--- src/rtl/seq_add_mul_pkg.sv ---
// +-----------------------------------------------------------------------+
// | seq_add_mul_pkg : shared types and constants for seq_add_mul_unit      |
// | Rev 1.0                                                                |
// +-----------------------------------------------------------------------+
`default_nettype none

package seq_add_mul_pkg;

  typedef enum logic [1:0] {
    IDLE = 2'd0,
    MUL  = 2'd1,
    DONE = 2'd2
  } state_e;

  localparam logic OP_ADD    = 1'b1;
  localparam logic OP_MUL    = 1'b0;
  localparam int   MAX_WIDTH = 16;

endpackage

`default_nettype wire

--- src/rtl/ks_prefix_adder.sv ---
// +-----------------------------------------------------------------------+
// | ks_prefix_adder : combinational Kogge-Stone parallel-prefix adder      |
// | Rev 1.0                                                                |
// +-----------------------------------------------------------------------+
`default_nettype none

module ks_prefix_adder #(
  parameter int WIDTH = 8
) (
  input  logic [WIDTH-1:0] a,
  input  logic [WIDTH-1:0] b,
  input  logic             cin,
  output logic [WIDTH-1:0] sum,
  output logic             cout
);

  localparam int LEVELS = $clog2(WIDTH);

  logic [WIDTH-1:0] prop0;
  logic [WIDTH-1:0] gen;
  logic [WIDTH-1:0] prop;

  assign prop0 = a ^ b;

  // cin is folded into bit 0's generate, so gen[i] ends up as the carry out of bit i
  always_comb begin
    logic [WIDTH-1:0] gen_n;
    logic [WIDTH-1:0] prop_n;
    gen    = a & b;
    prop   = prop0;
    gen[0] = gen[0] | (prop0[0] & cin);
    gen_n  = gen;
    prop_n = prop;
    for (int k = 0; k < LEVELS; k++) begin
      gen_n  = gen;
      prop_n = prop;
      for (int i = (1 << k); i < WIDTH; i++) begin
        gen_n[i]  = gen[i] | (prop[i] & gen[i-(1<<k)]);
        prop_n[i] = prop[i] & prop[i-(1<<k)];
      end
      gen  = gen_n;
      prop = prop_n;
    end
  end

  assign sum  = prop0 ^ {gen[WIDTH-2:0], cin};
  assign cout = gen[WIDTH-1];

endmodule

`default_nettype wire

--- src/rtl/seq_add_mul_unit.sv ---
// +-----------------------------------------------------------------------+
// | seq_add_mul_unit : handshaked one-cycle add / iterative shift-add mul  |
// | Rev 1.0                                                                |
// +-----------------------------------------------------------------------+
`default_nettype none

module seq_add_mul_unit
  import seq_add_mul_pkg::*;
#(
  parameter int WIDTH = 8
) (
  input  logic               clk,
  input  logic               rst,
  input  logic               in_valid,
  output logic               in_ready,
  input  logic               op,
  input  logic [WIDTH-1:0]   a,
  input  logic [WIDTH-1:0]   b,
  output logic               out_valid,
  input  logic               out_ready,
  output logic [2*WIDTH-1:0] result,
  output logic               busy
);

  localparam int               CNT_W     = $clog2(WIDTH + 1);
  localparam logic [CNT_W-1:0] LAST_STEP = CNT_W'(WIDTH - 1);

  state_e               state_q,  state_d;
  logic [2*WIDTH-1:0]   p_q,      p_d;
  logic [2*WIDTH-1:0]   result_q, result_d;
  logic [WIDTH-1:0]     mcand_q,  mcand_d;
  logic [CNT_W-1:0]     cnt_q,    cnt_d;

  logic [WIDTH-1:0]     add_a;
  logic [WIDTH-1:0]     add_b;
  logic [WIDTH-1:0]     add_sum;
  logic                 add_cout;
  logic [2*WIDTH-1:0]   step_p;
  logic                 accept;

  // The single adder serves the MUL step while multiplying and the request operands otherwise
  always_comb begin
    add_a = a;
    add_b = b;
    if (state_q == MUL) begin
      add_a = p_q[2*WIDTH-1:WIDTH];
      add_b = p_q[0] ? mcand_q : '0;
    end
  end

  ks_prefix_adder #(
    .WIDTH (WIDTH)
  ) u_adder (
    .a    (add_a),
    .b    (add_b),
    .cin  (1'b0),
    .sum  (add_sum),
    .cout (add_cout)
  );

  assign in_ready = !rst && ((state_q == IDLE) || ((state_q == DONE) && out_ready));
  assign accept   = in_valid && in_ready;
  assign step_p   = {add_cout, add_sum, p_q[WIDTH-1:1]};

  always_comb begin
    state_d  = state_q;
    p_d      = p_q;
    result_d = result_q;
    mcand_d  = mcand_q;
    cnt_d    = cnt_q;

    case (state_q)
      IDLE: ;
      MUL: begin
        p_d   = step_p;
        cnt_d = cnt_q + CNT_W'(1);
        if (cnt_q == LAST_STEP) begin
          result_d = step_p;
          state_d  = DONE;
        end
      end
      DONE: begin
        if (out_ready) state_d = IDLE;
      end
      default: state_d = IDLE;
    endcase

    // A request taken in DONE overrides the return to IDLE
    if (accept) begin
      if (op == OP_ADD) begin
        result_d = {{(WIDTH-1){1'b0}}, add_cout, add_sum};
        state_d  = DONE;
      end else begin
        p_d     = {{WIDTH{1'b0}}, b};
        mcand_d = a;
        cnt_d   = '0;
        state_d = MUL;
      end
    end
  end

  always_ff @(posedge clk) begin
    if (rst) begin
      state_q  <= IDLE;
      p_q      <= '0;
      result_q <= '0;
      mcand_q  <= '0;
      cnt_q    <= '0;
    end else begin
      state_q  <= state_d;
      p_q      <= p_d;
      result_q <= result_d;
      mcand_q  <= mcand_d;
      cnt_q    <= cnt_d;
    end
  end

  assign out_valid = (state_q == DONE);
  assign busy      = (state_q == MUL);
  assign result    = result_q;

endmodule

`default_nettype wire

--- config.mk ---
export PLATFORM = sky130hd
export DESIGN_NAME = seq_add_mul_unit
export DESIGN_NICKNAME = d
export VERILOG_FILES = /design/src/rtl/seq_add_mul_pkg.sv /design/src/rtl/ks_prefix_adder.sv /design/src/rtl/seq_add_mul_unit.sv
export SDC_FILE = /design/constraint.sdc
export NUM_CORES = 1
export LEC_CHECK = 0
export ABC_AREA = 0
export ABC_CLOCK_PERIOD_IN_PS = 3350
export CORE_MARGIN = 4
export CORE_UTILIZATION = 54
export CTS_CLUSTER_DIAMETER = 30
export DETAILED_ROUTE_END_ITERATION = 7
export PLACE_DENSITY = 0.86
export SLEW_MARGIN = 10
export SYNTH_ARGS = -nofsm -noshare
export SYNTH_HDL_FRONTEND = slang
export SYNTH_SLANG_ARGS = --single-unit
--- constraint.sdc ---
create_clock -name clk -period 3.35 [get_ports clk]
set_input_delay 0.67 -clock clk [delete_from_list [all_inputs] [get_ports clk]]
set_output_delay 0.67 -clock clk [all_outputs]
set_load 0.02 [all_outputs]
==> flow_summary.json <==
{
  "drt_pass1_iterations": 5,
  "synthFlopType": "dfxtp_1",
  "relSlewSlack_pct": 44.48,
  "grt_start_max_net_pins": 27,
  "hpwl_um": 5063,
  "clock_latency_ps": 310,
  "overflow": 0,
  "chipWidth_um": 77.24,
  "max_freq_mhz": 319.1,
  "critPathTopFamily": "compound AO/OA/AOI/OAI gates",
  "synth-simple-area-share_pct": 28.66,
  "syn_inst": 319,
  "postCtsHoldBufs": 0,
  "ys_seq_area_share_pct": 35.57,
  "fin_cells": 406,
  "p_leak_uw": 0.001263,
  "peakVddDrop_uv": 223.5,
  "tightest_slew_ps": 829.8,
  "synth-xor-area-share_pct": 2.030,
  "vias_per_cell": 6.071,
  "crit_path_top_delay_cell": "a2111oi_0",
  "hold_start": "result[10]",
  "yosys_warnings": 0,
  "wl_per_cell_um": 16.76,
  "port_buffers": 39,
  "finalCritPeriodShare_pct": 93.54,
  "wl_um": 6805,
  "crit_path_max_incr_delay_ps": 550,
  "synth_mux_area_share_pct": 4.640,
  "path_class": "register to register",
  "syn-num-nets": 350,
  "post-route-drc-count": 0,
  "place_inst": 398,
  "ios": 40,
  "start_util_pct": 57.47,
  "multi_input_area_mm2": 0.001531,
  "rows": 24,
  "synth_top_family_by_area": "simple AND/OR/NAND/NOR gates",
  "skew_ps": 12.00,
  "cts_root_buf": "clkbuf_8",
  "period_minus_slack_ps": 3134,
  "end_kind": "register",
  "synth_edf_count": 0,
  "worstSetupStartpointType": "register",
  "startpoint": "state_q[1]",
  "max_cap_viol_count": 0,
  "crit_required_ps": 3530,
  "finalMaxSlewViolations": 0,
  "critPathMaxFanout": 17,
  "holdCritPathClass": "register to register",
  "synth_cell_type_count": 53,
  "setup_viol": 0,
  "clk_path_buf_depth": 2,
  "syn_area_per_cell_um2": 8.115,
  "cts_resized": 0,
  "cp.arrival_ps": 3320,
  "coreArea_mm2": 0.004504,
  "drive_above_1_share_pct": 7.062,
  "finalHoldViolations": 0,
  "grt_use_total_pct": 23.46,
  "die-area_mm2": 0.005966,
  "r2r_start": "state_q[1]",
  "status": "completed",
  "synth_compound_area_share_pct": 18.70,
  "powerDensity_mw_per_mm2": 401.2,
  "cts_sinks": 46,
  "die_y_um": 77.24,
  "ant_nets": 0,
  "register_area_um2": 920.9,
  "rsz0062_at_grt": "no",
  "num-fill-cells": 383,
  "grt_pass1_vias": 2327,
  "syn_area_mm2": 0.002589,
  "drtIter0Drc": 301,
  "synth-seq-cells": 46,
  "final.setup.tns_ps": 0,
  "fin_nets": 384,
  "crit_buf_inv": 1,
  "gp_congestion": 0.9473,
  "diodes": 0,
  "h-tree-depth": 2,
  "cts_inserted_buffers": 5,
  "synthAdderAreaFrac_pct": 5.123,
  "async_flop_share_pct": 0,
  "antenna_found_initial": 0,
  "cts_setup_buffers": 0,
  "grt_pass1_wl_um": 11360,
  "cts.clk_slew.worst_paths_ps": 100,
  "cts_tree": "built",
  "vias": 2465,
  "synthToLayoutAreaGrowth_pct": 18.99,
  "worstPathCellList": "nand2b_2 > inv_2 > nand3_1 > nand2_1 > ha_1 > fa_1 > a21o_1 > a211o_1 > a2111oi_0 > a211oi_1"
}
[registers in the layout (all words and copies together) (netlist names)]
| signal | cells |
|---|---|
| p_q | 16 |
| result | 16 |
| mcand_q | 8 |
| cnt_q | 4 |
| state_q | 2 |
[per-layer routing]
metal  track usage [%]  up-vias  routed length [um]
met4             9.964        0                 132
met5                 0        -                   0
li1                  -     1210                   -
met1             30.97     1140                2968
met3             4.684       14                 456
met2             37.13      101                3247
[cell families after synthesis]
kind of cell,count (synthesis)
AND/OR/NAND/NOR,154
AO/OA/AOI/OAI,64
flip-flops,46
buffers and inverters,27
multiplexers,12
adder cells (fa/ha/maj),10
XOR/XNOR,6
[report_power, final]
part           switching, uW  leakage, uW  internal, uW
sequential              18.2     0.000374           571
clock                    208    0.0000441           147
combinational            172     0.000845           120
[final timing paths]
path / end / cells past startpoint / slack, ps
min: result[10] / 2 / 460
min reg2reg: result[10] / 2 / 460
max: p_q[15] / 10 / 220
max reg2reg: p_q[15] / 10 / 220
[layout by cell type (no fill, tap or decap), types with 2 or more instances in the layout]
cell type,n
nor2_1,24
a31oi_1,5
or3_1,5
ha_1,9
o22ai_1,4
nand3_1,18
mux2i_1,12
nor3_1,2
dfxtp_1,46
nand3b_1,2
a2111oi_0,4
a2111oi_2,2
a311oi_1,9
a21oi_1,11
inv_1,7
nor3b_1,2
o21ai_0,7
clkbuf_8,5
and3b_1,2
xor2_1,3
nand4_1,4
nand2_1,77
clkdlybuf4s50_1,39
a211oi_1,8
and3_1,6
xnor2_1,3
buf_4,7
a21o_1,3
a211o_1,2
[final cells by class]
type / instances / area share [%]
Clock inverter: 3 / 0.6905
Inverter: 8 / 0.9748
Sequential cell: 46 / 29.89
Timing Repair Buffer: 46 / 14.38
Multi-Input combinational cell: 246 / 49.72
Tap cell: 52 / 2.112
Clock buffer: 5 / 2.234
[synth_stat cells, types with 3 or more instances]
library cell	number	area, um2
a2111oi_0	4	35.03
a211oi_1	8	60.06
a21o_1	3	22.52
a21oi_1	11	55.05
a311oi_1	9	78.83
a31oi_1	5	31.28
and3_1	6	37.54
buf_2	10	50.05
clkbuf_1	5	18.77
dfxtp_1	46	920.9
ha_1	9	112.6
inv_1	7	26.28
mux2i_1	12	120.1
nand2_1	77	289.0
nand3_1	18	90.09
nand4_1	4	25.02
nor2_1	24	90.09
o21ai_0	7	35.03
o22ai_1	4	25.02
or3_1	5	31.28
xnor2_1	3	26.28
xor2_1	3	26.28
[worst register-to-register path: cells and delay by family (launching register included)]
kind            cells  cell delay (ps)
buf+inv             1              200
compound gates      4             1210
fa+ha+maj           2              700
simple gates        3              510
flops               1              390
[through the flow]
stage | cell area, um2 | utilization (%) | hold WS, ps | total power, uW | setup WS [ps]
after detailed placement | 2990 | 66.39 | 448.0 | 886.5 | 192.8
after CTS | 3080 | 68.39 | 460.0 | 1229 | 225.6
after floorplan | 2589 | - | 436.6 | 786.7 | 514.1
final | 3080 | 68.39 | 457.4 | 1236 | 216.3
after global placement | 2990 | 66.39 | 446.2 | 879.6 | 273.5
after global routing | 3080 | 68.39 | 494.1 | 1287 | 97.92
Note: power is estimated with default switching activity, not from simulation.
